`src/rtl/manchester_frame_encoder_pkg.sv`:
```
// Shared types and helpers for the Manchester frame encoder.
// Holds the FSM state encoding, the polarity constants and the half-bit level function.
package manchester_pkg;

  typedef enum logic [1:0] {
    ST_IDLE   = 2'd0,
    ST_SYNC_A = 2'd1,
    ST_SYNC_B = 2'd2,
    ST_DATA   = 2'd3
  } man_state_e;

  localparam logic MAN_IEEE   = 1'b0;
  localparam logic MAN_THOMAS = 1'b1;

  // IEEE sends ~bit in the first half and bit in the second; Thomas inverts both.
  function automatic logic man_half_level(input logic data_bit, input logic half,
                                          input logic polarity);
    return data_bit ^ ~half ^ polarity;
  endfunction

endpackage

```
`src/rtl/manchester_frame_encoder_period_counter.sv`:
```
// Free-running period counter that wraps to zero when it reaches a caller-chosen
// terminal value; shared by the preamble phases and the data half-bits.
module manchester_period_counter #(
  parameter int MAX_COUNT = 80,
  localparam int CNT_W = (MAX_COUNT > 1) ? $clog2(MAX_COUNT) : 1
) (
  input  logic             clk16x,
  input  logic             reset,
  input  logic             clear,
  input  logic             load,
  input  logic [CNT_W-1:0] load_value,
  input  logic [CNT_W-1:0] term_value,
  output logic             terminal
);

  logic [CNT_W-1:0] count_q;
  logic [CNT_W-1:0] count_d;

  assign terminal = (count_q == term_value);

  always_comb begin
    count_d = count_q + CNT_W'(1);
    if (clear) begin
      count_d = '0;
    end else if (load) begin
      count_d = load_value;
    end else if (terminal) begin
      count_d = '0;
    end
  end

  always_ff @(posedge clk16x) begin
    if (reset) begin
      count_q <= '0;
    end else begin
      count_q <= count_d;
    end
  end

endmodule

```
`src/rtl/manchester_frame_encoder.sv`:
```
// Serialises a valid/ready word stream into Manchester-coded frames: a two-phase
// sync preamble followed by back-to-back words until the word tagged s_last.
module manchester_frame_encoder
  import manchester_pkg::*;
#(
  parameter int   DATA_W         = 8,
  parameter int   HALF_BIT_LEN   = 40,
  parameter int   SYNC_HALF_BITS = 3,
  parameter logic POLARITY       = MAN_IEEE,
  parameter logic MSB_FIRST      = 1'b0,
  parameter logic IDLE_LEVEL     = 1'b0
) (
  input  logic              clk16x,
  input  logic              reset,
  input  logic              s_valid,
  input  logic [DATA_W-1:0] s_data,
  input  logic              s_last,
  output logic              s_ready,
  output logic              tx,
  output logic              busy,
  output logic              frame_done,
  output logic              underrun
);

  localparam int SYNC_LEN = SYNC_HALF_BITS * HALF_BIT_LEN;
  localparam int CNT_MAX  = ((SYNC_HALF_BITS > 2) ? SYNC_HALF_BITS : 2) * HALF_BIT_LEN;
  localparam int CNT_W    = $clog2(CNT_MAX);
  localparam int BIT_W    = $clog2(DATA_W);

  localparam logic [CNT_W-1:0] SYNC_TERM = CNT_W'(SYNC_LEN - 1);
  localparam logic [CNT_W-1:0] HALF_TERM = CNT_W'(HALF_BIT_LEN - 1);
  localparam logic [BIT_W-1:0] LAST_BIT  = BIT_W'(DATA_W - 1);

  man_state_e        state_q, state_d;
  logic [DATA_W-1:0] buf_data_q, buf_data_d;
  logic              buf_last_q, buf_last_d;
  logic              buf_full_q, buf_full_d;
  logic [DATA_W-1:0] cur_data_q, cur_data_d;
  logic              cur_last_q, cur_last_d;
  logic [BIT_W-1:0]  bit_idx_q, bit_idx_d;
  logic              half_q, half_d;
  logic              tx_q, tx_d;
  logic              frame_done_q, frame_done_d;
  logic              underrun_q, underrun_d;

  logic              cnt_terminal;
  logic              cnt_clear;
  logic [CNT_W-1:0]  term_value;
  logic              accept;
  logic              half_end;
  logic              word_end;
  logic              sync_b_end;
  logic              reload;
  logic [DATA_W-1:0] tx_order;

  manchester_period_counter #(
    .MAX_COUNT(CNT_MAX)
  ) u_period (
    .clk16x    (clk16x),
    .reset     (reset),
    .clear     (cnt_clear),
    .load      (1'b0),
    .load_value('0),
    .term_value(term_value),
    .terminal  (cnt_terminal)
  );

  assign s_ready    = ~buf_full_q & ~reset;
  assign accept     = s_valid & s_ready;
  assign cnt_clear  = (state_q == ST_IDLE);
  assign term_value = (state_q == ST_DATA) ? HALF_TERM : SYNC_TERM;
  assign half_end   = (state_q == ST_DATA) & cnt_terminal;
  assign word_end   = half_end & half_q & (bit_idx_q == LAST_BIT);
  assign sync_b_end = (state_q == ST_SYNC_B) & cnt_terminal;
  assign reload     = sync_b_end | (word_end & ~cur_last_q & buf_full_q);

  // Reorder once so the bit index always counts in transmit order.
  for (genvar gi = 0; gi < DATA_W; gi++) begin : g_order
    assign tx_order[gi] = MSB_FIRST ? cur_data_q[DATA_W-1-gi] : cur_data_q[gi];
  end

  always_ff @(posedge clk16x) begin
    if (reset) begin
      state_q <= ST_IDLE;
    end else begin
      state_q <= state_d;
    end
  end

  always_comb begin
    state_d = state_q;
    case (state_q)
      ST_IDLE:   if (buf_full_q) state_d = ST_SYNC_A;
      ST_SYNC_A: if (cnt_terminal) state_d = ST_SYNC_B;
      ST_SYNC_B: if (cnt_terminal) state_d = ST_DATA;
      ST_DATA:   if (word_end && (cur_last_q || !buf_full_q)) state_d = ST_IDLE;
      default:   state_d = ST_IDLE;
    endcase
  end

  always_comb begin
    tx_d         = IDLE_LEVEL;
    frame_done_d = 1'b0;
    underrun_d   = 1'b0;
    case (state_q)
      ST_SYNC_A: tx_d = ~IDLE_LEVEL;
      ST_SYNC_B: tx_d = IDLE_LEVEL;
      ST_DATA: begin
        tx_d         = man_half_level(tx_order[bit_idx_q], half_q, POLARITY);
        frame_done_d = word_end & cur_last_q;
        underrun_d   = word_end & ~cur_last_q & ~buf_full_q;
      end
      default: tx_d = IDLE_LEVEL;
    endcase
  end

  // Acceptance and reload never coincide: s_ready is low whenever the buffer is full.
  always_comb begin
    buf_data_d = buf_data_q;
    buf_last_d = buf_last_q;
    buf_full_d = buf_full_q;
    cur_data_d = cur_data_q;
    cur_last_d = cur_last_q;
    bit_idx_d  = bit_idx_q;
    half_d     = half_q;
    if (accept) begin
      buf_data_d = s_data;
      buf_last_d = s_last;
      buf_full_d = 1'b1;
    end
    if (reload) begin
      cur_data_d = buf_data_q;
      cur_last_d = buf_last_q;
      buf_full_d = 1'b0;
    end
    if (state_q != ST_DATA) begin
      bit_idx_d = '0;
      half_d    = 1'b0;
    end else if (half_end) begin
      half_d = ~half_q;
      if (half_q) begin
        bit_idx_d = (bit_idx_q == LAST_BIT) ? '0 : bit_idx_q + BIT_W'(1);
      end
    end
  end

  always_ff @(posedge clk16x) begin
    if (reset) begin
      buf_data_q   <= '0;
      buf_last_q   <= 1'b0;
      buf_full_q   <= 1'b0;
      cur_data_q   <= '0;
      cur_last_q   <= 1'b0;
      bit_idx_q    <= '0;
      half_q       <= 1'b0;
      tx_q         <= IDLE_LEVEL;
      frame_done_q <= 1'b0;
      underrun_q   <= 1'b0;
    end else begin
      buf_data_q   <= buf_data_d;
      buf_last_q   <= buf_last_d;
      buf_full_q   <= buf_full_d;
      cur_data_q   <= cur_data_d;
      cur_last_q   <= cur_last_d;
      bit_idx_q    <= bit_idx_d;
      half_q       <= half_d;
      tx_q         <= tx_d;
      frame_done_q <= frame_done_d;
      underrun_q   <= underrun_d;
    end
  end

  assign tx         = tx_q;
  assign busy       = (state_q != ST_IDLE);
  assign frame_done = frame_done_q;
  assign underrun   = underrun_q;

endmodule

```
`config.mk`:
```
export PLATFORM = sky130hd
export DESIGN_NAME = manchester_frame_encoder
export DESIGN_NICKNAME = d
export VERILOG_FILES = /design/src/rtl/manchester_frame_encoder_pkg.sv /design/src/rtl/manchester_frame_encoder_period_counter.sv /design/src/rtl/manchester_frame_encoder.sv
export SDC_FILE = /design/constraint.sdc
export NUM_CORES = 1
export LEC_CHECK = 0
export ABC_AREA = 1
export ABC_CLOCK_PERIOD_IN_PS = 1510
export CAP_MARGIN = 20
export CORE_MARGIN = 1
export CORE_UTILIZATION = 42
export CTS_BUF_LIST = sky130_fd_sc_hd__clkbuf_4 sky130_fd_sc_hd__clkbuf_8 sky130_fd_sc_hd__clkbuf_16
export CTS_CLUSTER_SIZE = 16
export DETAILED_ROUTE_END_ITERATION = 10
export PLACE_DENSITY = 0.64
export SYNTH_ARGS = -nofsm -noshare
export SYNTH_HDL_FRONTEND = slang
export SYNTH_SLANG_ARGS = --single-unit
```
`constraint.sdc`:
```
create_clock -name clk16x -period 1.51 [get_ports clk16x]
set_input_delay 0.453 -clock clk16x [delete_from_list [all_inputs] [get_ports clk16x]]
set_output_delay 0.453 -clock clk16x [all_outputs]
set_load 0.01 [all_outputs]
```
==> impl_metrics.yaml <==
floorplanning:
  dieArea_um2: 4390
  fp.coreArea_um2: 3970
  die_x_um: 66.3
  initial_core_util_pct: 43.7
  die_h_um: 66.3
  io_pins: 17
  rows: 23
power_and_ir_drop:
  finalPower_uw: 2470
  cellPowerDensity_nw_per_um2: 1030
  internal_power_uw: 1750
  ir_drop_mv: 0.724
  p_sw_uw: 718
  swShare_pct: 29.1
  p_seq_share_pct: 42.5
  power.leakage_uw: 0.00103
  p_clk_share_pct: 27.5
  combPwrFrac_pct: 30.0
cells_and_area:
  layout_common_cells: "44 x nand2_1, 31 x dfxtp_1, 25 x buf_4, 22 x nor2_1, 21 x inv_1"
  num-nets-final: 290
  multi_input_area_um2: 1020
  synthToLayoutAreaGrowth_pct: 38.4
  num_antenna_cells: 0
  layout_commonest_cell: "nand2_1"
  drive_gt1_share_pct: 33.5
  num-fill-cells: 352
  seqCellArea_um2: 708
timing:
  fmax_mhz: 623
  hold_viol: 0
  finalCritPeriodShare_pct: 106
  maxSlewViolCount: 0
  relSlewSlack_pct: 80.8
  setup_viol: 20
  rsz0062_at_grt: "true"
  clock-skew-final_ps: 1.98
  worst_slack_ps: -94.7
  worst_pin_slew_ps: 288
  fin_crit_ps: 1600
route:
  drt-total-wl_mm: 3.42
  wire_per_inst_um: 10.7
  viasPerCell: 4.72
  firstDrtPassIters: 4
  drt_iter0_drc: 63
  vias: 1506
  ant_nets: 0
  route.detailed.drc: 0
place:
  place_ws_ps: -439
  place_congestion: 0.796
  port_buffers: 16
  dpl.hpwl_mm: 2.27
clock_tree:
  cts.sinks: 35
  cts_inserted_buffers: 5
  clkTransAtPathRegs_ps: 70
  htreeDepth: 2
  worstSkewPairLatency_ps: 280
  cts.hold.buffers_added: 0
  cts_tree: "done"
  clock_path_buffers: 2
  cts-root-buf: "clkbuf_8"
global_routing:
  grt_pass1_vias: 1325
  grtUsageTotal_pct: 17.6
  antenna_found_initial: 0
  grt_pass1_wl_mm: 5.77
  grt-ovfl-total: 0
  grt_max_degree: 20
worst_setup_path:
  end_kind: "flip-flop"
  slowest_stage: "dfxtp_2"
  path_max_fanout: 3
  cp.arrival_ps: 1790
  critPathKind: "reg -> reg"
  cp.buffers_inverters: 4
  slowest_delay_ps: 340
  cp.required_ps: 1700
  cpLargestDelayFamily: "simple AND/OR/NAND/NOR gates"
  cp_cell_sequence: "buf_6, ha_4, inv_2, nand2_2, nand2_2, nand3_4, nor2_4, buf_4, buf_6, nand2_1, nor4_1"
  start_kind: "flip-flop"
status:
  violations: "setup timing"
  status: "finished, violations left"
synth:
  yosysWarnings: 0
  yosys.cell_types.count: 28
  synth-seq-cells: 35
  yosysSeqAreaShare_pct: 40.4
  syn-num-nets: 244
  syn-cell-area_um2: 1740
  synth_area_per_cell_um2: 7.78
  synthCells: 223
min_path:
  hp-class: "reg -> reg"
run:
  maxCapViolCount: 0
-- stage by stage --
stage	cells	hold slack [ps]	utilization, %	setup TNS (ps)	cell area [µm²]
after floorplan	223	398	-	-117	1790
after global placement	307	408	54.5	-4290	2170
after detailed placement	307	416	54.5	-4870	2170
after CTS	317	433	58.8	-519	2340
after global routing	319	439	60.5	-3030	2400
final	319	431	60.5	-1020	2400
-- repair_timing --
action                                  in CTS  in global routing
pin swaps                                    7                  4
gates resized for setup                     30                 14
buffers inserted                             3                  2
endpoints found under the setup margin      24                 26
-- layer usage --
layer	track usage [%]	vias up	wire length [µm]
li1	-	804	-
met3	4.66	7	106
met4	7.98	0	63
met1	23.4	669	1730
met5	0	-	0
met2	26.1	26	1520
-- registers in the layout (all words and copies together) (netlist names), 2 cells and up --
signal and count:
cur_data_q 8, u_period.count_q 7, state_q 2, buf_data_q 8, bit_idx_q 3
-- cells in the mapped netlist (all sizes together) --
cell | n | area, µm²
nor3b | 1 | 12.5
nor3 | 3 | 15.0
nand4 | 2 | 33.8
ha | 9 | 113
buf | 2 | 26.3
o211ai | 2 | 20.0
nand2 | 49 | 191
nor2 | 28 | 128
clkbuf | 5 | 28.8
nor4 | 1 | 6.26
o21ai | 11 | 55.1
or2 | 1 | 6.26
a21oi | 18 | 128
a211oi | 2 | 15.0
inv | 27 | 101
xnor2 | 1 | 8.76
xor2 | 3 | 26.3
nand3 | 23 | 120
dfxtp | 35 | 701
-- worst paths after layout --
kind              depth (start not counted)  slack [ps]  endpoint       start
setup / recovery                         11         -90  underrun  state_q[0]
hold reg to reg                           1         430  underrun  cur_last_q
hold / removal                            1         430  underrun  cur_last_q
setup reg to reg                         11         -90  underrun  state_q[0]
-- power by group through the flow --
stage	combinational (µW)	sequential, µW	clock, µW
2_1_floorplan	297	1080	0
6_report	740	1050	680
4_1_cts	692	1050	699
3_5_place_dp	599	1070	0
5_1_grt	817	1060	739
3_3_place_gp	587	1070	0
-- layout make-up --
type                            instances  area share (%)
Sequential cell                        35            29.5
Timing Repair Buffer                   46            17.2
Clock buffer                            6            3.44
Clock inverter                          1           0.208
Tap cell                               50            2.61
Multi-Input combinational cell        154            42.6
Inverter                               27            4.43
-- worst reg2reg max path: stages, from the launching register on --
cell and delay [ps]:
dfxtp_2 340, buf_6 120, ha_4 170, inv_2 60, nand2_2 40, nand2_2 80
nand3_4 80, nor2_4 140, buf_4 130, buf_6 110, nand2_1 60, nor4_1 180
-- cells by family after synthesis --
group / synth area share [%]
and+or+nand+nor: 29.6
DFF: 40.4
buffers and inverters: 9.01
AOI/OAI and AO/OA: 12.5
adders and majority gates: 6.49
xor gates and xnor gates: 2.02
Power figures use the tool's default switching activity.
==> edit (same settings) <==
Encoding of `man_state_e`: now Gray code (2 bits for 4 states).
--- a/src/rtl/manchester_frame_encoder_pkg.sv
+++ b/src/rtl/manchester_frame_encoder_pkg.sv
@@ -5,6 +5,6 @@
   typedef enum logic [1:0] {
-    ST_IDLE   = 2'd0,
-    ST_SYNC_A = 2'd1,
-    ST_SYNC_B = 2'd2,
-    ST_DATA   = 2'd3
+    ST_IDLE   = 2'b00,
+    ST_SYNC_A = 2'b01,
+    ST_SYNC_B = 2'b11,
+    ST_DATA   = 2'b10
   } man_state_e;
Formal check against the unedited RTL: same outputs for any inputs over 10 cycles, from zero or initial values and one cycle with reset high; not proved beyond that.
==> edit against the unedited design <==
Sequential share of layout area up 0.26 points. Clock skew up 0.0058 ns. Utilization up 2.8 points. Wire length up 1.7%. Fmax up 7.9%. Synthesized area down 3.2%. Final area down 1.4%. Final cell count up 0.94%. Sequential cell count unchanged. Worst setup slack better by 0.12 ns. Combinational power down 11%. Total power up 9.2%. Die area down 3.1%. Synthesized cell count up 1.3%. Critical path type unchanged.
==> edit: results (changes against the unedited design) <==
[final_layout]
final-nonclk-buf-share_pct = 18.9  ; was 17.2%
design.seq.count = 35  ; unchanged
stdcell_area_um2 = 2370  ; was 2400 um2
final_layout_size_suffix_gt1_share_pct = 27.7  ; was 33.5%
inverters = 28  ; was 27
multiInputGateArea_um2 = 910  ; was 1020 um2
multi_input_gates = 157  ; was 154
clockNetworkAreaShare_pct = 5.76  ; was 3.65%
seq-cell-share_pct = 29.8  ; was 29.5%
layout.core_utilization_pct = 63.2  ; was 60.5%

[logic_synthesis]
yosys-top-cells-area = sky130_fd_sc_hd__dfxtp_1 (42%), sky130_fd_sc_hd__nand2_1 (11%), sky130_fd_sc_hd__nand3_1 (6.9%), sky130_fd_sc_hd__nor2_1 (6.3%), sky130_fd_sc_hd__ha_1 (6.0%)  ; was sky130_fd_sc_hd__dfxtp_1 (40%), sky130_fd_sc_hd__nand2_1 (9.9%), sky130_fd_sc_hd__ha_1 (6.5%), sky130_fd_sc_hd__nand3_1 (6.3%), sky130_fd_sc_hd__inv_1 (5.4%)
synth_top_cells_by_count = sky130_fd_sc_hd__nand2_1 (48), sky130_fd_sc_hd__dfxtp_1 (35), sky130_fd_sc_hd__nor2_1 (28)  ; was sky130_fd_sc_hd__nand2_1 (46), sky130_fd_sc_hd__dfxtp_1 (35), sky130_fd_sc_hd__inv_1 (25), sky130_fd_sc_hd__nor2_1 (25), sky130_fd_sc_hd__nand3_1 (22)
synthesis.nets = 246  ; was 244
post_synth.cell_area_avg_um2 = 7.43  ; was 7.78 um2
yosys_warnings = 0  ; unchanged
seq_area_frac_synth_pct = 41.7  ; was 40.4%

[setup_path]
rr_startpoint = u_period.count_q[0]  ; was state_q[0]
r2r-end = cur_last_q  ; was underrun
worst-endpoint-arrival_ns = 1.71  ; was 1.79 ns
reg2regPathDepth = 10  ; was 11
setup.reg_to_reg.worst_slack_ns = 0.02  ; was -0.09 ns
crit_fanout = 5  ; was 3
crit_slowest_cell = sky130_fd_sc_hd__dfxtp_1  ; was sky130_fd_sc_hd__dfxtp_2

[global_routing]
maximum_number_of_pins_on_one_net_before_global_route_repair = 22  ; was 20
grt_resource_usage_total_pct = 18.0  ; was 17.6%
first_global_vias = 1332  ; was 1325

[placement]
place_ws_ns = -0.555  ; was -0.439 ns
dpl_cell_area_um2 = 2110  ; was 2170 um2

[sta]
clock_skew_ns = 0.00780  ; was 0.00198 ns
timing_worst_slew_pin_value_ns = 0.260  ; was 0.288 ns
hold_slack_ns = 0.450  ; was 0.431 ns

[power_and_ir_drop]
comb_power_w = 0.000656  ; was 0.000740 W
power_switching_w = 0.000707  ; was 0.000718 W
powerSeq_w = 0.00103
vdd_ir_drop_max_mv = 1.02  ; was 0.724 mV
sequentialPowerShare_pct = 38.2  ; was 42.5%
p_leak_nw = 1.07  ; was 1.03 nW

[route]
wl_per_cell_um = 10.8  ; was 10.7 um
drt_iter0_markers = 60  ; was 63
routed-via-count = 1508  ; was 1506
detail_route.wirelength_mm = 3.48  ; was 3.42 mm

[status]
run_status = complete, no violations  ; was finished, violations left

==> edit: cell families (layout without fill, tap and decap cells) <==
| kind of cell | after synthesis | count (layout) | synth area share [%] |
|---|---|---|---|
| AND/OR/NAND/NOR | 114 | 114 | 31.5 |
| flip-flops | 35 | 35 | 41.7 |
| buffers and inverters | 34 | 82 | 8.57 |
| AO/OA/AOI/OAI | 33 | 33 | 11.2 |
| adder cells (fa/ha/maj) | 8 | 8 | 5.96 |
| XOR/XNOR | 2 | 2 | 1.04 |
==> edit: worst max-delay path by stage <==
stage                     slack (ns)                 from  depth (start not counted)       endpoint
after global placement         -0.56                reset                          3        s_ready
after detailed placement       -0.56                reset                          3        s_ready
after CTS                      0.003           state_q[1]                         10  cur_data_q[7]
after floorplan               0.0009           state_q[0]                         10  cur_data_q[4]
after global routing           -0.11           state_q[1]                         11     cur_last_q
final                           0.02  u_period.count_q[0]                         10     cur_last_q
==> edit: repair_timing <==
| action | 4_1_cts | 5_1_grt |
|---|---|---|
| setup endpoints to repair | 13 | 18 |
| buffers inserted | 1 | 1 |
| cloned | 0 | 2 |
| hold buffers | 0 | 0 |
| resized for setup | 18 | 17 |
| pin swaps | 1 | 7 |
==> edit: worst register-to-register path: cells and delay by family (launching register included) <==
| family | cells | cell delay, ns |
|---|---|---|
| buffers and inverters | 1 | 0.21 |
| adder cells (fa/ha/maj) | 1 | 0.19 |
| AND/OR/NAND/NOR | 8 | 0.69 |
| flip-flops | 1 | 0.34 |
==> edit: metal layers <==
metal | vias to the layer above | share of wire (%) | global-route usage (%)
met2 | 24 | 43 | 25.5
li1 | 818 | - | -
met5 | - | 0 | 0
met1 | 661 | 51 | 24.8
met4 | 0 | 1.3 | 6.79
met3 | 5 | 4.0 | 6.25
